[src/rtl/fb_pkg.sv]
// Shared types and constants for the SPI framebuffer writer.
// FB_FILL_EN enables the FILL command; without it op 10 is rejected.
package fb_pkg;

  localparam int unsigned FB_W     = 160;
  localparam int unsigned FB_H     = 120;
  localparam int unsigned FB_DEPTH = 19200;
  localparam int unsigned ADDR_W   = 15;
  localparam int unsigned COLOR_W  = 12;
  localparam int unsigned FRAME_W  = 32;
  localparam int unsigned CNT_W    = 6;
  localparam int unsigned ERR_W    = 7;

  typedef enum logic [1:0] {
    OP_NOP   = 2'b00,
    OP_WRITE = 2'b01,
    OP_FILL  = 2'b10,
    OP_RSVD  = 2'b11
  } op_e;

  typedef enum logic [1:0] {
    ST_IDLE  = 2'd0,
    ST_WRITE = 2'd1,
    ST_FILL  = 2'd2
  } state_e;

  typedef struct packed {
    op_e                op;
    logic [1:0]         rsvd0;
    logic [7:0]         x;
    logic               rsvd1;
    logic [6:0]         y;
    logic [COLOR_W-1:0] color;
  } frame_t;

  typedef struct packed {
    op_e                op;
    logic [ADDR_W-1:0]  addr;
    logic [COLOR_W-1:0] color;
  } cmd_t;

  // y*160 + x built from shifts: 160 = 128 + 32
  function automatic logic [ADDR_W-1:0] pix_addr(input logic [7:0] x, input logic [6:0] y);
    return (ADDR_W'(y) << 7) + (ADDR_W'(y) << 5) + ADDR_W'(x);
  endfunction

  function automatic state_e cmd_state(input op_e op);
    return (op == OP_FILL) ? ST_FILL : ST_WRITE;
  endfunction

endpackage

[src/rtl/sync2.sv]
// Two-flop synchronizer with registered level and edge-detect outputs.
module sync2 (
  input  logic clk,
  input  logic reset,
  input  logic d,
  output logic q,
  output logic rise,
  output logic fall
);

  logic s1;
  logic s2;

  always_ff @(posedge clk) begin
    if (reset) begin
      s1   <= 1'b0;
      s2   <= 1'b0;
      q    <= 1'b0;
      rise <= 1'b0;
      fall <= 1'b0;
    end else begin
      s1   <= d;
      s2   <= s1;
      q    <= s2;
      rise <= s2 & ~q;
      fall <= ~s2 & q;
    end
  end

endmodule

[src/rtl/spi_fb_writer.sv]
// SPI slave that decodes 32-bit pixel commands into framebuffer writes.
// Define FB_FILL_EN to build the FILL command and its state.
module spi_fb_writer
  import fb_pkg::*;
(
  input  logic               clk,
  input  logic               reset,
  input  logic               sck,
  input  logic               sdi,
  input  logic               ce,
  output logic               sdo,
  output logic               fb_we,
  output logic [ADDR_W-1:0]  fb_waddr,
  output logic [COLOR_W-1:0] fb_wdata,
  output logic               busy
);

  logic sck_rise, sck_fall, unused_sck_q;
  logic sdi_q, unused_sdi_rise, unused_sdi_fall;
  logic ce_q, ce_rise, ce_fall;

  sync2 u_sync_sck (.clk(clk), .reset(reset), .d(sck), .q(unused_sck_q), .rise(sck_rise), .fall(sck_fall));
  sync2 u_sync_sdi (.clk(clk), .reset(reset), .d(sdi), .q(sdi_q), .rise(unused_sdi_rise), .fall(unused_sdi_fall));
  sync2 u_sync_ce  (.clk(clk), .reset(reset), .d(ce),  .q(ce_q),  .rise(ce_rise),  .fall(ce_fall));

  logic [FRAME_W-1:0] shreg;
  logic [CNT_W-1:0]   bit_cnt;
  logic               frame_done;
  frame_t             frame;
  logic               unused_rsvd;

  assign frame       = frame_t'(shreg);
  assign unused_rsvd = ^{frame.rsvd0, frame.rsvd1};

  // Shift receiver; saturates at 32 bits until the next ce rise
  always_ff @(posedge clk) begin
    if (reset) begin
      shreg      <= '0;
      bit_cnt    <= '0;
      frame_done <= 1'b0;
    end else begin
      frame_done <= 1'b0;
      if (ce_rise) begin
        bit_cnt <= '0;
      end else if (sck_rise && ce_q && (bit_cnt < CNT_W'(FRAME_W))) begin
        shreg      <= {shreg[FRAME_W-2:0], sdi_q};
        bit_cnt    <= bit_cnt + CNT_W'(1);
        frame_done <= (bit_cnt == CNT_W'(FRAME_W - 1));
      end
    end
  end

  state_e             state, state_n;
  cmd_t               pend;
  logic               pend_valid, pend_valid_n, pend_load, take, fill_last;
  logic               drop, short_frame, err_inc;
  logic [ERR_W-1:0]   err_cnt;
  logic               fb_we_n;
  logic [ADDR_W-1:0]  waddr_n;
  logic [COLOR_W-1:0] wdata_n;

`ifdef FB_FILL_EN
  assign fill_last = (state == ST_FILL) && (fb_waddr == ADDR_W'(FB_DEPTH - 1));
`else
  assign fill_last = 1'b0;
`endif

  // The slot is handed over from IDLE, or directly at the end of a fill
  assign take         = pend_valid && ((state == ST_IDLE) || fill_last);
  assign pend_valid_n = pend_load | (pend_valid & ~take);
  assign short_frame  = ce_fall && (bit_cnt != '0) && (bit_cnt < CNT_W'(FRAME_W));
  assign err_inc      = drop | short_frame;

  always_comb begin
    pend_load = 1'b0;
    drop      = 1'b0;
    if (frame_done) begin
      if (pend_valid && !take) begin
        drop = 1'b1;
      end else begin
        case (frame.op)
          OP_NOP: ;
          OP_WRITE: begin
            if ((frame.x < 8'(FB_W)) && (frame.y < 7'(FB_H))) pend_load = 1'b1;
            else                                              drop      = 1'b1;
          end
`ifdef FB_FILL_EN
          OP_FILL: pend_load = 1'b1;
`endif
          default: drop = 1'b1;
        endcase
      end
    end
  end

  always_ff @(posedge clk) begin
    if (reset) begin
      pend_valid <= 1'b0;
      pend       <= '0;
      err_cnt    <= '0;
    end else begin
      pend_valid <= pend_valid_n;
      if (pend_load) begin
        pend.op    <= frame.op;
        pend.addr  <= pix_addr(frame.x, frame.y);
        pend.color <= frame.color;
      end
      if (err_inc && (err_cnt != '1)) err_cnt <= err_cnt + ERR_W'(1);
    end
  end

  always_ff @(posedge clk) begin
    if (reset) state <= ST_IDLE;
    else       state <= state_n;
  end

  always_comb begin
    state_n = state;
    case (state)
      ST_IDLE:  if (pend_valid) state_n = cmd_state(pend.op);
      ST_WRITE: state_n = ST_IDLE;
`ifdef FB_FILL_EN
      ST_FILL:  if (fill_last) state_n = pend_valid ? cmd_state(pend.op) : ST_IDLE;
`endif
      default:  state_n = ST_IDLE;
    endcase
  end

  // Next write-port values; address/data hold when no write is issued
  always_comb begin
    fb_we_n = 1'b0;
    waddr_n = fb_waddr;
    wdata_n = fb_wdata;
    if (take) begin
      fb_we_n = 1'b1;
      waddr_n = (pend.op == OP_WRITE) ? pend.addr : '0;
      wdata_n = pend.color;
    end
`ifdef FB_FILL_EN
    else if ((state == ST_FILL) && !fill_last) begin
      fb_we_n = 1'b1;
      waddr_n = fb_waddr + ADDR_W'(1);
    end
`endif
  end

  always_ff @(posedge clk) begin
    if (reset) begin
      fb_we    <= 1'b0;
      fb_waddr <= '0;
      fb_wdata <= '0;
      busy     <= 1'b0;
    end else begin
      fb_we    <= fb_we_n;
      fb_waddr <= waddr_n;
      fb_wdata <= wdata_n;
      busy     <= (state_n != ST_IDLE) || pend_valid_n;
    end
  end

  logic [7:0] tx;

  // Status readback: busy first, then err_cnt, zeros once exhausted
  always_ff @(posedge clk) begin
    if (reset) begin
      tx  <= '0;
      sdo <= 1'b0;
    end else if (!ce_q) begin
      sdo <= 1'b0;
    end else if (ce_rise) begin
      tx  <= {err_cnt, 1'b0};
      sdo <= busy;
    end else if (sck_fall) begin
      sdo <= tx[7];
      tx  <= {tx[6:0], 1'b0};
    end
  end

endmodule

[config.mk]
export PLATFORM = sky130hd
export DESIGN_NAME = spi_fb_writer
export DESIGN_NICKNAME = d
export VERILOG_FILES = /design/src/rtl/fb_pkg.sv /design/src/rtl/sync2.sv /design/src/rtl/spi_fb_writer.sv
export SDC_FILE = /design/constraint.sdc
export NUM_CORES = 1
export LEC_CHECK = 0
export CAP_MARGIN = 20
export CORE_ASPECT_RATIO = 2
export CORE_MARGIN = 5
export CORE_UTILIZATION = 45
export DETAILED_ROUTE_END_ITERATION = 12
export PLACE_DENSITY = 0.76
export SYNTH_ARGS = -nofsm -noshare
export SYNTH_HDL_FRONTEND = slang
export SYNTH_SLANG_ARGS = --single-unit
[constraint.sdc]
create_clock -name clk -period 6.1 [get_ports clk]
set_input_delay 0.61 -clock clk [delete_from_list [all_inputs] [get_ports clk]]
set_output_delay 0.61 -clock clk [all_outputs]
set_load 0.005 [all_outputs]
==> Yosys cells after proc, flatten, opt, wreduce, memory -nomap -nowiden <==
Cells that the tools add are included.
{ "classes": {"n_mux": 17, "eq_ne": 5, "order_cmp": 3, "reduce_logical": 20, "bitwise": 14, "n_addsub": 4} }
{ "op_table": {"columns": ["op", "n"], "rows": [
  ["$mux 8", 2],
  ["$add 14x12->15", 1],
  ["$add 15x8->15", 1],
  ["$mux 15", 1],
  ["$mux 1", 10],
  ["$logic_and 1x1->1", 8],
  ["$lt 8x8->1 const B", 1],
  ["$add 7x1->7 const B", 1],
  ["$lt 7x7->1 const B", 1],
  ["$ne 7x7->1 const B", 1],
  ["$not 1->1", 7],
  ["$add 6x1->6 const B", 1],
  ["$eq 6x5->1 const B", 1],
  ["$lt 6x6->1 const B", 1],
  ["$mux 2", 3],
  ["$reduce_bool 6->1", 1],
  ["$and 1x1->1", 5],
  ["$eq 2x1->1 const B", 2],
  ["$logic_not 2->1", 2],
  ["$reduce_and 2->1", 2],
  ["$reduce_bool 2->1", 2],
  ["$reduce_or 2->1", 2],
  ["$reduce_or 3->1", 1],
  ["$eq 2x2->1 const B", 1],
  ["4 further kinds", 5]
]} }
{ "word_totals": {"inputBits": 5, "elab_cells": 91, "register_bits": 129, "out_inout_bits": 30} }

==> Logic depth before layout (Yosys ltp) <==
Gate-level depths: netlist of the first run.
{ "logic_depth": {"word_depth": 8, "ltp_mapped": 8, "ltp_nobuf": 8} }

==> Modules after synthesis <==
Synthesis of the first run repeated with hierarchy kept, for this count alone.
{ "unflattened": {"cells_unflattened": 555, "area_unflattened_um2": 4954.8} }
{ "modules_own_cells": {"columns": ["module", "seq_area_each_um2", "area_per_inst_um2", "instances", "cells_each"], "rows": [
  ["spi_fb_writer", 2302.2, 4553.1, 1, 525],
  ["sync2", 100.1, 133.9, 3, 10]
]} }

==> Worst setup path before layout of the first run <==
No wires, ideal clock.
{ "synth_path": {"path_type": "flip-flop to flip-flop", "from": "register shreg[12] (netlist: frame[12])", "to": "register pend[24] (netlist bit)", "setup_time_ns": 0.137, "path_stages_with_launch": 9, "period_less_slack_ns": 2.411, "path_slack_ns": 3.689, "arrival_ns": 2.274, "path_buffers": 0, "required_ns": 5.963, "cell_sequence": "dfxtp_1 > inv_1 > fa_1 > inv_1 > fa_1 > a211o_1 > a211oi_1 > or2_2 > o221ai_2"} }
{ "synth_via": {"elab_chain_len": 6, "word_cells_on_any_way": 8, "cone_classes": "add/sub (2); order compare (1); mux (4); reduce/logical (1)"} }
{ "synth_lines": {"columns": ["element", "line_no", "rtl"], "rows": [
  ["start, declared", "spi_fb_writer.sv:26", "logic [FRAME_W-1:0] shreg;"],
  ["start signal, assigned", "spi_fb_writer.sv:46", "shreg <= {shreg[FRAME_W-2:0], sdi_q};"],
  ["branches (longest 6 deep; another with $add 14x12->15)", null, null],
  ["end, declared", "spi_fb_writer.sv:54", "cmd_t pend;"]
]} }
Parallel ways; which one is timed is not known.
A chain may end at the register's enable or synchronous reset.

==> Worst setup path after layout of the first run <==
{ "layout_path": {"from": "register shreg[12] (netlist: frame[12])", "to": "register pend[26] (netlist bit)"} }
The elaborated chain is that of the path after synthesis.

==> impl_metrics.toml, run 1 <==
[clock_tree]
ctsHoldBuffers = 0
cts.repair.resized = 0
cts_made_buffers = 17
path_clk_slew_ns = 0.05
cts_max_path_buffers = 2
clockRootBuffer = "clkbuf_16"
cts_sinks = 128
cts_max_level = 4
cts_tree = "done"
clock_latency_ns = 0.42
postCtsSetupBuffers = 0

[critical_path]
crit_path_max_fanout = 4
crit_start = "frame[12]$_SDFFE_PP0P_"
start_kind = "flop"
r2r-start = "frame[12]$_SDFFE_PP0P_"
path_cells = "inv_1 -> fa_1 -> inv_1 -> fa_1 -> a211o_1 -> a211oi_1 -> nand3b_1 -> o221ai_1"
crit_type = "reg2reg"
critPathCaptureType = "flop"
critPathBufInv = 2
cp_slowest_stage_delay_ns = 0.54
crit_family = "adder cells"
worst_ep_arrival_time_ns = 2.90
cpMaxStageDelayCell = "fa_1"
crit_required_ns = 6.37

[drt]
ant_nets = 0
drt_pass1_iterations = 4
first_iter_violations = 288
drc = 0
via_per_inst = 5.37
vias = 4004
wire_per_inst_um = 13.8
drt_wl_total_um = 10300

[die]
ioPinCount = 35
start_util_pct = 45.9
core_mm2 = 0.0113
die_w_um = 85.9
die_area_mm2 = 0.0139
die_h_um = 162
rows = 55

[timing]
fin_setup_tns_ns = 0
drv_slew = 0
relSlewSlack_pct = 29.1
tightest_slew_ns = 1.06
rsz0062_at_grt = "false"
fmax_mhz = 381
skew_ns = 0.0144
fin_crit_ns = 2.63
hold_violations = 0
timing.final.crit_share_pct = 43.1
setup_viol = 0

[synthesis]
synth_nets = 594
synth_seq_cells = 128
synth_cell_type_count = 58
synth_seq_area_share_pct = 49.5
yosys_most_used_dff = "dfxtp_1"
avgSynthCellArea_um2 = 9.07
yosys_warnings = 0
synth_edf_count = 0
netlist_area_mm2 = 0.00518
synthArstFlopShare_pct = 0
postSynthCellCount = 571

[placed_design]
routabilityCongestion = 0.850
port_buffers = 34
place_hpwl_um = 7010

[grt]
grt_max_degree = 85
grt_overflow = 0
antenna_found_initial = 0
grt_first_pass_wirelength_um = 17600
gr-usage-all-layers_pct = 15.6
grt_pass1_vias = 4036

[pwr]
leakagePower_nw = 2.18
max-vdd-ir-drop_v = 0.000218
power_density_mw_per_mm2 = 315
total_power_mw = 1.95

[layout]
area_growth_pct = 19.5
drive_gt1_share_pct = 8.79
finalCoreUtilization_pct = 54.8
diodes = 0
nets = 613

[hold_path]
hold_path.class = "reg2reg"
hp-start = "u_sync_sck.q$_SDFF_PP0_"

[job]
drv_cap = 0

[status]
status = "finished clean"
through the flow:
stage | hold slack [ns] | std cells | worst slack (ns) | area (um2)
after floorplan | 0.383 | 571 | 3.69 | 5180
after global placement | 0.394 | 712 | 3.54 | 5510
after detailed placement | 0.393 | 712 | 3.47 | 5510
after CTS | 0.401 | 744 | 3.47 | 6160
after global routing | 0.427 | 745 | 3.37 | 6190
final | 0.400 | 745 | 3.47 | 6190
cell usage after synthesis (4+ instances only):
| cell type | number | area [um2] |
|---|---|---|
| a22o_1 | 15 | 131 |
| nor2b_1 | 19 | 119 |
| inv_1 | 10 | 37.5 |
| buf_4 | 6 | 45.0 |
| o21ai_0 | 23 | 115 |
| and2_1 | 4 | 25.0 |
| nand4_1 | 4 | 25.0 |
| xor2_1 | 4 | 35.0 |
| buf_2 | 15 | 75.1 |
| a211oi_1 | 9 | 67.6 |
| nand3_1 | 23 | 115 |
| nor2_1 | 29 | 109 |
| dfxtp_1 | 128 | 2560 |
| nand2b_1 | 9 | 56.3 |
| nand2_1 | 97 | 364 |
| a21oi_1 | 80 | 400 |
| clkbuf_1 | 10 | 37.5 |
| mux2i_1 | 8 | 80.1 |
| ha_1 | 16 | 200 |
| mux2_2 | 4 | 45.0 |
cells in the final DEF (no fill, tap or decap), types with 3 or more instances in the layout:
cell               n
a211oi_1           9
mux2i_1            8
a22o_1            15
buf_4              3
or2_2              3
xnor2_1            3
a211o_1            3
clkbuf_16         17
clkinvlp_4         3
nor2b_1           18
o21ai_0           23
nand2_1           97
a21o_1             3
bufinv_16          4
nor2_1            29
mux2_2             4
inv_1             10
ha_1              16
clkbuf_8           5
nand4_1            4
a21oi_1           80
nand3_1           23
and2_1             4
nand2b_1           9
xor2_1             4
clkdlybuf4s50_1   33
dfxtp_1          128
final timing paths:
kind,to,slack [ns],cells after the start
worst max-delay path,pend[26]$_SDFFE_PP0P_,3.47,8
worst max register to register,pend[26]$_SDFFE_PP0P_,3.47,8
worst min register to register,u_sync_sck.rise$_SDFF_PP0_,0.40,1
worst min-delay path,u_sync_sck.rise$_SDFF_PP0_,0.40,1
state kept, by name (all words and copies together) (netlist names), 2 cells and up:
name / count
tx: 7
err_cnt: 7
bit_cnt: 6
fb_waddr: 15
fb_wdata: 12
state: 2
frame: 32
pend: 29
routing by layer:
layer  vias up  wire length [um]  track usage (%)
li1       2022                 -                -
met1      1880              3840             14.4
met2        82              5890             30.1
met3        20               348             4.16
met4         0               216             7.78
met5         -                 0                0
kinds of logic (layout without fill, tap and decap cells):
kind of cell               Yosys count  count (layout)  share of synthesized area, %
and+or+nand+nor                    205             205                          19.0
xor gates and xnor gates             7               7                          1.18
adders and majority gates           18              18                          4.64
buffers and inverters               47              79                          4.64
AOI/OAI and AO/OA                  153             153                          18.4
muxes                               13              13                          2.63
DFF                                128             128                          49.5
report_power, final:
group	leakage [nW]	internal, mW	switching (mW)	total [mW]
clock	0.311	0.736	0.348	1.08
sequential	1.03	0.840	0.00198	0.842
combinational	0.834	0.00676	0.0153	0.0220
total	2.18	1.58	0.366	1.95
final cells by class:
type                    instances  area, um2
clock inverters                 9        153
fillers                      1009       5100
flip-flops and latches        128       2560
inverters                      10       37.5
multi-input cells             396       2380
repair buffers                 37        380
well taps                     142        178
clock buffers                  23        498
(Power assumes the default switching activity.)
==> run 2: changes to the inputs <==
==> constraint.sdc (replaced) <==
create_clock -name clk -period 2.6 [get_ports clk]
set_input_delay 0.26 -clock clk [delete_from_list [all_inputs] [get_ports clk]]
set_output_delay 0.26 -clock clk [all_outputs]
set_load 0.005 [all_outputs]
==> impl_metrics.toml, run 2 (same netlist as run 1, synthesis figures left out) <==
[layout]
layout_commonest_cell = "dfxtp_1"
area_growth_pct = 19.1
drive_gt1_share_pct = 10.3
register_area_mm2 = 0.00256
multi_input_area_mm2 = 0.00239
final_cell_count_no_fill = 751
nets = 619
largest_reg_flops = 32
diodes = 0
final_cell_mix = "127 x dfxtp_1, 97 x nand2_1, 80 x a21oi_1"
fin_area_mm2 = 0.00617
fillers = 1004
finalCoreUtilization_pct = 54.7

[timing]
tightest_slew_ns = 0.741
skew_ns = 0.00605
drv_slew = 0
relSlewSlack_pct = 50.4
fin_crit_ns = 2.46
setup_viol = 0
worst_slack_ns = 0.144
timing.final.crit_share_pct = 94.5
fmax_mhz = 407
hold_violations = 0
rsz0062_at_grt = "false"

[placed_design]
place_hpwl_um = 6940
place_area_mm2 = 0.00556
dp.cells = 719
pre_cts_ws_ns = -0.0534
port_buffers = 34
routabilityCongestion = 0.866

[die]
die_h_um = 162
start_util_pct = 45.9
die_area_mm2 = 0.0139
die_w_um = 85.9
ioPinCount = 35
core_mm2 = 0.0113
rows = 55

[drt]
wire_per_inst_um = 13.5
via_per_inst = 5.33
drt_wl_total_um = 10200
vias = 4005
ant_nets = 0
drt_pass1_iterations = 4
drc = 0
first_iter_violations = 223

[clock_tree]
ctsHoldBuffers = 0
clockRootBuffer = "clkbuf_16"
postCtsSetupBuffers = 0
clock_latency_ns = 0.41
cts_sinks = 128
path_clk_slew_ns = 0.06
cts_max_level = 4
cts_made_buffers = 17
cts_tree = "done"
cts_max_path_buffers = 2

[critical_path]
crit_path_max_fanout = 4
worst_ep_arrival_time_ns = 2.74
rr_worst_depth = 8
path_cells = "inv_1 -> fa_1 -> inv_1 -> fa_2 -> a211o_1 -> a211oi_2 -> or2_2 -> o221ai_2"
critPathCaptureType = "flop"
worst-r2r-setup-slack_ns = 0.14
endpoint = "pend[24]$_SDFFE_PP0P_"
crit_required_ns = 2.89
r2r-start = "frame[12]$_SDFFE_PP0P_"
cpMostUsedCell = "inv_1"
r2r-end = "pend[24]$_SDFFE_PP0P_"
cp_slowest_stage_delay_ns = 0.53
crit_start = "frame[12]$_SDFFE_PP0P_"
crit_type = "reg2reg"
cpMaxStageDelayCell = "fa_1"
start_kind = "flop"

[pwr]
max-vdd-ir-drop_v = 0.000516
leakagePower_nw = 2.17
power_density_mw_per_mm2 = 709

[status]
status = "finished clean"

[grt]
antenna_found_initial = 0
grt_overflow = 0
grt_max_degree = 69
grt_first_pass_wirelength_um = 17800
grt_pass1_vias = 4077
gr-usage-all-layers_pct = 15.8

[hold_path]
hold_path.class = "in2reg"

[job]
drv_cap = 0
-- run 2: final cells by class --
type	instances	share of cell area, %
clock buffer	20	7.56
timing repair buffer	43	6.57
sequential	128	41.5
tap	142	2.88
multi-input combinational	396	38.7
inverter	10	0.608
clock inverter	12	2.15
-- run 2: metal layers --
layer | share of wire (%) | wire length, um | track usage, % | up-vias
met4 | 2.2 | 227 | 7.93 | 0
met1 | 39 | 4010 | 15.6 | 1879
met5 | 0 | 0 | 0 | -
li1 | - | - | - | 2032
met3 | 3.7 | 375 | 4.31 | 24
met2 | 55 | 5560 | 29.2 | 70
-- run 2: timing repair --
item,in CTS,in global routing
pin swaps,0,1
resized for setup,1,2
setup endpoints to repair,2,2
-- run 2: worst min-delay path by stage --
| stage | depth (start not counted) | startpoint | slack [ns] | end |
|---|---|---|---|---|
| 2_1_floorplan | 1 | u_sync_sck.q$_SDFF_PP0_ | 0.38 | u_sync_sck.rise$_SDFF_PP0_ |
| 3_3_place_gp | 1 | u_sync_sck.q$_SDFF_PP0_ | 0.40 | u_sync_sck.rise$_SDFF_PP0_ |
| 3_5_place_dp | 1 | u_sync_sck.s2$_SDFF_PP0_ | 0.41 | u_sync_sck.fall$_SDFF_PP0_ |
| 4_1_cts | 2 | reset | 0.37 | u_sync_ce.s2$_SDFF_PP0_ |
| 5_1_grt | 2 | sck | 0.40 | u_sync_sck.s1$_SDFF_PP0_ |
| 6_report | 2 | reset | 0.38 | frame[17]$_SDFFE_PP0P_ |
-- run 2: per-stage QoR --
step           setup TNS [ns]  hold WS (ns)  total power, mW
6_report                    0         0.380             4.37
5_1_grt                     0         0.400             4.51
4_1_cts                     0         0.374             4.41
3_5_place_dp          -0.0840         0.409             2.07
3_3_place_gp                0         0.396             2.07
2_1_floorplan               0         0.383             2.06
-- run 2: critical path, delay by kind of cell, from the launching register on --
family	cells	cell delay, ns
buf+inv	2	0.13
flops	1	0.35
fa+ha+maj	2	0.95
compound gates	3	0.72
simple gates	1	0.17
-- run 2: power breakdown --
group	internal, mW	switching (mW)	leakage, nW	total (mW)
logic	0.0167	0.0362	0.852	0.0529
clock network	1.49	0.858	0.289	2.35
registers	1.97	0.00451	1.03	1.97
==> run 3: changes to the inputs <==
--- a/config.mk
+++ b/config.mk
@@ -8,9 +8,9 @@
 export CAP_MARGIN = 20
 export CORE_ASPECT_RATIO = 2
 export CORE_MARGIN = 5
-export CORE_UTILIZATION = 45
+export CORE_UTILIZATION = 58
 export DETAILED_ROUTE_END_ITERATION = 12
-export PLACE_DENSITY = 0.76
+export PLACE_DENSITY = 0.91
 export SYNTH_ARGS = -nofsm -noshare
 export SYNTH_HDL_FRONTEND = slang
 export SYNTH_SLANG_ARGS = --single-unit
==> impl_metrics.toml, run 3 (same netlist as run 1, synthesis figures left out) <==
[status]
status = "finished clean"

[timing]
fin_crit_ns = 2.50
fin_setup_tns_ns = 0
setup_viol = 0
timing.final.crit_share_pct = 96.3
fmax_mhz = 400
drv_slew = 0
hold_violations = 0
tightest_slew_ns = 0.769
relSlewSlack_pct = 48.8
rsz0062_at_grt = "false"
skew_ns = 0.00606

[grt]
grt_util_met3_pct = 5.71
grt_max_degree = 78
grt_pass1_vias = 4079
gr-usage-all-layers_pct = 20.7
grt_first_pass_wirelength_um = 18300
busiest_layer = "met2"
antenna_found_initial = 0
use_met2_pct = 37.7
grt_overflow = 0
met1_usage_pct = 19.5

[placed_design]
place_hpwl_um = 7270
routabilityCongestion = 0.876
port_buffers = 34
dp.cells = 677

[critical_path]
crit_path_max_fanout = 4
critPathCaptureType = "flop"
crit_required_ns = 2.87
path_cells = "inv_1 -> fa_1 -> inv_1 -> fa_2 -> a211o_1 -> a211oi_2 -> or2_2 -> o221ai_2"
cp_slowest_stage_delay_ns = 0.53
rr_worst_depth = 8
start_kind = "flop"
crit_type = "reg2reg"
cpMostUsedCell = "inv_1"
worst_ep_arrival_time_ns = 2.77
cpMaxStageDelayCell = "fa_1"

[drt]
vias = 4193
via_per_inst = 5.95
drt_pass1_iterations = 5
drt_wl_total_um = 11100
wire_per_inst_um = 15.7
first_iter_violations = 279
ant_nets = 0
drc = 0

[layout]
final_cell_count_no_fill = 705
nets = 619
area_growth_pct = 16.7
drive_gt1_share_pct = 9.59
largest_reg_flops = 32
multi_input_area_mm2 = 0.00239
fillers = 630
register_area_mm2 = 0.00256
final_cell_mix = "126 x dfxtp_1, 97 x nand2_1, 80 x a21oi_1"
diodes = 0
layout_commonest_cell = "dfxtp_1"

[die]
start_util_pct = 59.5
die_area_mm2 = 0.0110
core_mm2 = 0.00871
rows = 48
die_h_um = 144
ioPinCount = 35
die_w_um = 76.8

[clock_tree]
cts_tree = "done"
postCtsSetupBuffers = 0
cts_sinks = 128
cts_max_level = 4
path_clk_slew_ns = 0.05
cts_made_buffers = 17
cts_max_path_buffers = 2
clock_latency_ns = 0.42
clockRootBuffer = "clkbuf_16"

[hold_path]
hold_path.class = "in2reg"
min_path_cells = 2

[pwr]
total_power_mw = 4.15
max-vdd-ir-drop_v = 0.000586
leakagePower_nw = 2.14
power_density_mw_per_mm2 = 686

[job]
drv_cap = 0
run 3: cell count changes in the layout (fill, tap and decap cells not counted), sizes merged:
cell / previous run / this run
bufinv: 2 / 1
clkbuf: 20 / 21
inv: 12 / 10
clkinvlp: 3 / 2
clkinv: 5 / 4
run 3: where the power goes:
group	internal (mW)	switching [mW]	leakage, nW
clock network	1.33	0.789	0.256
logic	0.0177	0.0370	0.852
registers	1.97	0.00450	1.03
run 3: area by class of cell:
cell class,instances,share of cell area [%]
clock buffer,21,7.62
clock inverter,7,1.08
inverter,10,0.621
multi-input combinational,396,39.5
sequential,128,42.4
tap,100,2.07
timing repair buffer,43,6.71
run 3: path summary, 6_finish.rpt:
kind,startpoint,to,slack [ns]
setup reg to reg,frame[12]$_SDFFE_PP0P_,pend[24]$_SDFFE_PP0P_,0.1
hold reg to reg,u_sync_sck.s2$_SDFF_PP0_,u_sync_sck.fall$_SDFF_PP0_,0.41
hold / removal,sdi,u_sync_sdi.s1$_SDFF_PP0_,0.40
setup / recovery,frame[12]$_SDFFE_PP0P_,pend[24]$_SDFFE_PP0P_,0.1
run 3: routing by layer:
layer	vias to the layer above	share of wire, %
li1	2027	-
met1	1996	36
met2	124	55
met3	46	4.6
met4	0	5.0
met5	-	0
run 3: worst max-delay path: cells and delay by family, from the launching register on:
family,cells,cell delay [ns]
fa+ha+maj,2,0.94
compound gates,3,0.74
flops,1,0.35
simple gates,1,0.17
buf+inv,2,0.14
run 3: metrics by stage:
stage	hold WS, ns	instance area, um2	worst slack [ns]	util (%)
after global placement	0.395	5510	0.0747	63.3
after CTS	0.391	6040	0.0345	69.4
final	0.399	6050	0.0975	69.4
after floorplan	0.383	5180	0.189	-
after detailed placement	0.401	5510	-0.0461	63.3
after global routing	0.396	6050	0.0268	69.4
run 3: timing repair:
| action | CTS | global route |
|---|---|---|
| hold buffers | 0 | 0 |
| pin swaps | 0 | 1 |
| gates resized for setup | 1 | 3 |
| setup endpoints to repair | 2 | 2 |
